$ cat src/rtl/orv64_typedef_pkg.sv
// Shared types for the PMP check arbiter: address/access/cause types,
// arbiter FSM states and the fixed requester slot numbering.
package orv64_typedef_pkg;

  typedef logic [55:0] orv64_paddr_t;
  typedef logic [7:0]  cpu_byte_mask_t;
  typedef logic [3:0]  orv64_excp_cause_t;

  typedef enum logic [1:0] {
    ORV64_ACCESS_FETCH = 2'd0,
    ORV64_ACCESS_LOAD  = 2'd1,
    ORV64_ACCESS_STORE = 2'd2
  } orv64_access_type_t;

  // Cause encodings follow the RISC-V mcause numbering for access faults.
  localparam orv64_excp_cause_t ORV64_EXCP_CAUSE_NONE         = 4'd0;
  localparam orv64_excp_cause_t ORV64_EXCP_INST_ACCESS_FAULT  = 4'd1;
  localparam orv64_excp_cause_t ORV64_EXCP_LOAD_ACCESS_FAULT  = 4'd5;
  localparam orv64_excp_cause_t ORV64_EXCP_STORE_ACCESS_FAULT = 4'd7;

  localparam int unsigned ORV64_PMP_REQ_IFU = 0;
  localparam int unsigned ORV64_PMP_REQ_LSU = 1;
  localparam int unsigned ORV64_PMP_REQ_PTW = 2;

  typedef enum logic [1:0] {
    PMP_ARB_IDLE  = 2'd0,
    PMP_ARB_CHECK = 2'd1,
    PMP_ARB_RESP  = 2'd2
  } pmp_arb_state_e;

endpackage

$ cat src/rtl/orv64_rr_arbiter.sv
// Round-robin picker: grants the first requester after last_grant_i,
// wrapping around, as a one-hot vector (zero when nobody requests).
module orv64_rr_arbiter #(
  parameter int N_REQ = 3,
  parameter int IDX_W = 2
) (
  input  logic [N_REQ-1:0] req_i,
  input  logic [IDX_W-1:0] last_grant_i,
  output logic [N_REQ-1:0] grant_o
);

  // Walk offsets from farthest to nearest so the nearest requester overwrites.
  always_comb begin
    grant_o = '0;
    for (int off = N_REQ; off >= 1; off--) begin
      for (int i = 0; i < N_REQ; i++) begin
        if (req_i[i] && (i == ((int'(last_grant_i) + off) % N_REQ))) begin
          grant_o    = '0;
          grant_o[i] = 1'b1;
        end
      end
    end
  end

endmodule

$ cat src/rtl/orv64_pmp_arbiter.sv
// Shares one external combinational PMP checker between IFU, LSU and PTW.
// One request in flight: accept -> CHECK (repeated on CSR change) -> RESP until consumed.
module orv64_pmp_arbiter
  import orv64_typedef_pkg::*;
#(
  parameter int N_REQ = 3
) (
  input  logic                                clk,
  input  logic                                rstn,
  input  logic [N_REQ-1:0]                    req_valid,
  output logic [N_REQ-1:0]                    req_ready,
  input  orv64_paddr_t       [N_REQ-1:0]      req_paddr,
  input  orv64_access_type_t [N_REQ-1:0]      req_access_type,
  input  cpu_byte_mask_t     [N_REQ-1:0]      req_byte_width,
  output logic [N_REQ-1:0]                    resp_valid,
  input  logic [N_REQ-1:0]                    resp_ready,
  output logic                                resp_excp_valid,
  output orv64_excp_cause_t                   resp_excp_cause,
  input  logic                                pmp_cfg_chg,
  input  logic                                flush,
  output logic                                chk_paddr_valid,
  output orv64_paddr_t                        chk_paddr,
  output orv64_access_type_t                  chk_access_type,
  output cpu_byte_mask_t                      chk_byte_width,
  input  logic                                chk_excp_valid,
  input  orv64_excp_cause_t                   chk_excp_cause
);

  localparam int IDX_W = (N_REQ > 1) ? $clog2(N_REQ) : 1;

  pmp_arb_state_e     state_q, state_d;
  logic [IDX_W-1:0]   last_grant_q, last_grant_d;
  logic [IDX_W-1:0]   idx_q, idx_d;
  orv64_paddr_t       paddr_q, paddr_d;
  orv64_access_type_t type_q, type_d;
  cpu_byte_mask_t     width_q, width_d;
  logic               excp_valid_q, excp_valid_d;
  orv64_excp_cause_t  excp_cause_q, excp_cause_d;

  logic [N_REQ-1:0]   grant;
  logic [IDX_W-1:0]   grant_idx;
  logic               resp_active;

  orv64_rr_arbiter #(
    .N_REQ (N_REQ),
    .IDX_W (IDX_W)
  ) u_rr_arbiter (
    .req_i        (req_valid),
    .last_grant_i (last_grant_q),
    .grant_o      (grant)
  );

  always_comb begin
    grant_idx = '0;
    for (int i = 0; i < N_REQ; i++) begin
      if (grant[i]) grant_idx = IDX_W'(i);
    end
  end

  // A flush in RESP suppresses the response in that very cycle.
  assign resp_active = (state_q == PMP_ARB_RESP) && !flush;

  always_comb begin
    state_d         = state_q;
    last_grant_d    = last_grant_q;
    idx_d           = idx_q;
    paddr_d         = paddr_q;
    type_d          = type_q;
    width_d         = width_q;
    excp_valid_d    = excp_valid_q;
    excp_cause_d    = excp_cause_q;
    req_ready       = '0;
    resp_valid      = '0;
    chk_paddr_valid = 1'b0;

    case (state_q)
      PMP_ARB_IDLE: begin
        if (!flush && (|req_valid)) begin
          req_ready    = grant;
          last_grant_d = grant_idx;
          idx_d        = grant_idx;
          paddr_d      = req_paddr[grant_idx];
          type_d       = req_access_type[grant_idx];
          width_d      = req_byte_width[grant_idx];
          state_d      = PMP_ARB_CHECK;
        end
      end
      PMP_ARB_CHECK: begin
        chk_paddr_valid = 1'b1;
        if (flush) begin
          state_d = PMP_ARB_IDLE;
        end else if (!pmp_cfg_chg) begin
          // A result computed against CSRs being rewritten is stale; retry next cycle.
          excp_valid_d = chk_excp_valid;
          excp_cause_d = chk_excp_cause;
          state_d      = PMP_ARB_RESP;
        end
      end
      PMP_ARB_RESP: begin
        if (flush) begin
          state_d = PMP_ARB_IDLE;
        end else begin
          resp_valid[idx_q] = 1'b1;
          if (resp_ready[idx_q]) state_d = PMP_ARB_IDLE;
        end
      end
      default: state_d = PMP_ARB_IDLE;
    endcase
  end

  assign resp_excp_valid = resp_active ? excp_valid_q : 1'b0;
  assign resp_excp_cause = resp_active ? excp_cause_q : ORV64_EXCP_CAUSE_NONE;
  assign chk_paddr       = paddr_q;
  assign chk_access_type = type_q;
  assign chk_byte_width  = width_q;

  always_ff @(posedge clk or negedge rstn) begin
    if (!rstn) begin
      state_q      <= PMP_ARB_IDLE;
      last_grant_q <= IDX_W'(N_REQ - 1);
      idx_q        <= '0;
      paddr_q      <= '0;
      type_q       <= ORV64_ACCESS_FETCH;
      width_q      <= '0;
      excp_valid_q <= 1'b0;
      excp_cause_q <= ORV64_EXCP_CAUSE_NONE;
    end else begin
      state_q      <= state_d;
      last_grant_q <= last_grant_d;
      idx_q        <= idx_d;
      paddr_q      <= paddr_d;
      type_q       <= type_d;
      width_q      <= width_d;
      excp_valid_q <= excp_valid_d;
      excp_cause_q <= excp_cause_d;
    end
  end

endmodule

$ cat config.mk
export PLATFORM = sky130hd
export DESIGN_NAME = orv64_pmp_arbiter
export DESIGN_NICKNAME = d
export VERILOG_FILES = /design/src/rtl/orv64_typedef_pkg.sv /design/src/rtl/orv64_rr_arbiter.sv /design/src/rtl/orv64_pmp_arbiter.sv
export SDC_FILE = /design/constraint.sdc
export NUM_CORES = 1
export LEC_CHECK = 0
export ABC_CLOCK_PERIOD_IN_PS = 2100
export CORE_ASPECT_RATIO = 1.5
export CORE_UTILIZATION = 32
export DETAILED_ROUTE_END_ITERATION = 6
export PLACE_DENSITY = 0.78
export SLEW_MARGIN = 40
export SYNTH_ARGS = -nofsm -noshare
export SYNTH_HDL_FRONTEND = slang
export SYNTH_SLANG_ARGS = --single-unit
$ cat constraint.sdc
create_clock -name clk -period 2.1 [get_ports clk]
set_input_delay 0.525 -clock clk [delete_from_list [all_inputs] [get_ports clk]]
set_output_delay 0.525 -clock clk [all_outputs]
set_load 0.03 [all_outputs]
==> results.ini <==
[outcome]
status = complete, but fails checks
violations = setup timing

[clock_tree]
path_clk_slew_ns = 0.07
clock_latency_ns = 0.33
htreeDepth = 3
clkSinkCount = 76
cts_buffers = 9
clockRootBuffer = clkbuf_16
cts_tree = yes
ctsLongestPathBuffers = 2

[placed_design]
placed_area_um2 = 7310
hpwl_mm = 12.3
place_congestion = 0.894
port_buffers = 290
post-place-ws_ns = -0.407
dp.cells = 875

[finish]
fin_nets = 956
fill_cells = 981
layout.cells.most_common = clkdlybuf4s50_1
stdcell_area_um2 = 7810
antennaDiodeCount = 0
most-common-layout-cells = clkdlybuf4s50_1 (273), a21oi_1 (128), dfrtp_1 (75), nor2_1 (66), o221ai_1 (60)
instances_no_fill = 899
multiInputGateArea_um2 = 1990
areaGrowthSynthToFinish_pct = 94.4
layout-drive-gt1-share = 0.139
seqCellArea_um2 = 1900

[logic_synthesis]
yosys_warnings = 0
synthAdderAreaFrac = 0.00623
ys_ff_latch = 76
synth_edf_count = 0
async_flop_share = 1.00
synth.cell_area_um2 = 4020
synth_top_family_by_area = compound AO/OA/AOI/OAI gates
synthXorXnorAreaFrac = 0
syn_area_per_cell_um2 = 9.20
synth_cell_types = 33
synth-seq-area-share = 0.474
synth.area.mux_share = 0.0165
synthSimpleGateAreaFrac = 0.108
synth-compound-area-share = 0.329
syn_nets = 652
postSynthCellCount = 437
synth_flop_cell = dfrtp_1

[worst_setup_path]
rr_worst_depth = 9
critPathRequiredTime_ns = 1.57
cp.depth = 8
startpoint_type = flop
slowest_delay_ns = 0.54
path_delay_family = flip-flops
cp.buffers_inverters = 3
worstSetupPathType = reg2out
crit_slowest_cell = dfstp_2
cp_cell_sequence = inv_2, ha_4, buf_6, nor2_4, nor2_1, o211ai_1, nor3_4, buf_6
critical_path_arrival_ns = 1.82
critPathCaptureType = output port
cp_common_cell = buf_6
path_max_fanout = 4

[sta]
finalCritPeriodShare = 1.12
finClkSkew_ns = 0.00977
finalSetupViolations = 4
worst_slack_ns = -0.247
rsz0062_at_grt = yes
finalHoldViolCount = 0
period_minus_slack_ns = 2.35
slew_headroom = 0.655
max_freq_mhz = 426
slew_viol_final = 0
worst_slew_pin_slew_ns = 0.518

[global_routing]
antenna_found_initial = 0
grt_pass1_vias = 5237
grt-ovfl-total = 0
grt_max_degree = 41
grt_pass1_wl_mm = 25.5
grt_use_total = 0.250

[floorplanning]
core_area_um2 = 12100
io_pins = 291
die_x_um = 93.5
row_count = 49
die_h_um = 139
fp.dieArea_um2 = 13000
start_util = 0.331

[routing]
firstDrtPassIters = 4
first_iter_violations = 191
routed_wl_mm = 16.7
viasPerCell = 5.44
wire_per_inst_um = 18.6
vias = 4891
detail_route.drc_violations = 0
ant_nets = 0

[power]
ir_worst_vdd_uv = 806
p_comb_frac = 0.614
power.share.clock = 0.145
cellLeakagePower_nw = 3.11
powerDensity_nw_per_um2 = 1370
p_seq_frac = 0.241
p_switching_mw = 4.63
internal-power_mw = 6.05
p_sw_frac = 0.434

[job]
cap_violations = 0

[worst_hold_path]
hold_path.class = in2async

[per-stage QoR]
stage / TNS (ns) / hold slack, ns / utilization / total power, mW
finish: -0.697 / 0.163 / 0.644 / 10.7
global route: -1.04 / 0.200 / 0.644 / 11.3
CTS: -0.772 / 0.172 / 0.636 / 10.5
detailed placement: -18.86 / 0.490 / 0.602 / 8.42
global placement: -15.61 / 0.483 / 0.602 / 8.26
floorplan: -0.0523 / 0.229 / - / 6.05
[per-layer routing]
layer	up-vias	global-route usage	share of wire
met5	-	0	0
met4	0	0.139	0.045
met3	52	0.0508	0.067
met2	273	0.465	0.54
met1	2306	0.253	0.35
li1	2260	-	-
[registers in the layout (all words and copies together) (netlist names)]
signal,cells
chk_paddr,56
excp_cause_q,4
idx_q,1
excp_valid_q,1
last_grant_q,2
chk_access_type,2
chk_byte_width,8
state_q,2
[power by group through the flow]
stage | Clock, mW | Sequential (mW) | Combinational, mW
after floorplan | 0 | 3.77 | 2.28
after global placement | 0 | 2.52 | 5.74
after detailed placement | 0 | 2.56 | 5.86
after CTS | 1.59 | 2.57 | 6.37
after global routing | 1.65 | 2.65 | 6.98
final | 1.55 | 2.57 | 6.55
[cell type report]
| cell class | count | area share |
|---|---|---|
| inverters | 4 | 0.00192 |
| flip-flops and latches | 76 | 0.244 |
| multi-input cells | 314 | 0.255 |
| repair buffers | 336 | 0.436 |
| well taps | 153 | 0.0245 |
| clock inverters | 5 | 0.00785 |
| clock buffers | 11 | 0.0311 |
[cell usage after synthesis, drive strengths merged, types with 2 or more instances]
cell type	instances	area [µm²]
a21o	3	22.5
a21oi	128	641
and2	2	12.5
and3	6	37.5
buf	31	206
clkbuf	12	45.0
dfrtp	75	1880
ha	2	25.0
inv	4	15.0
mux2	5	56.3
nand2	9	33.8
nand3	3	15.0
nor2	69	259
nor3	6	45.0
o211ai	3	22.5
o21ai	2	10.0
o221ai	64	561
o22ai	2	12.5
[worst reg2reg max path, stage by stage (launching register included)]
cell and delay [ns]:
dfstp_2 0.54, inv_2 0.04, ha_4 0.17, o21ba_4 0.23, buf_4 0.13, o211a_2 0.28
buf_12 0.18, buf_4 0.17, o221ai_1 0.16, a21oi_1 0.10
[logic make-up after synthesis]
group / Yosys count
muxes: 6
adders and majority gates: 2
buffers and inverters: 47
DFF: 76
and+or+nand+nor: 99
AOI/OAI and AO/OA: 207
[final timing paths]
path | from | to | slack (ns)
setup / recovery | last_grant_q[1]$_DFFE_PN1P_ | req_ready[0] | -0.25
hold / removal | rstn | chk_paddr[33]$_DFFE_PN0P_ | 0.16
setup reg to reg | last_grant_q[1]$_DFFE_PN1P_ | chk_paddr[27]$_DFFE_PN0P_ | -0.03
hold reg to reg | excp_cause_q[2]$_DFFE_PN0P_ | excp_cause_q[2]$_DFFE_PN0P_ | 0.50
max in group asynchronous | rstn | chk_paddr[15]$_DFFE_PN0P_ | 1.32
min in group clk | excp_cause_q[2]$_DFFE_PN0P_ | excp_cause_q[2]$_DFFE_PN0P_ | 0.50
[timing repair]
action | CTS | global route
setup endpoints to repair | 63 | 18
buffers inserted | 6 | 1
hold buffers | 0 | 0
pin swaps | 9 | 5
gates cloned | 0 | 2
gates resized for setup | 21 | 9
No activity file was read; power rests on OpenSTA's default activity.
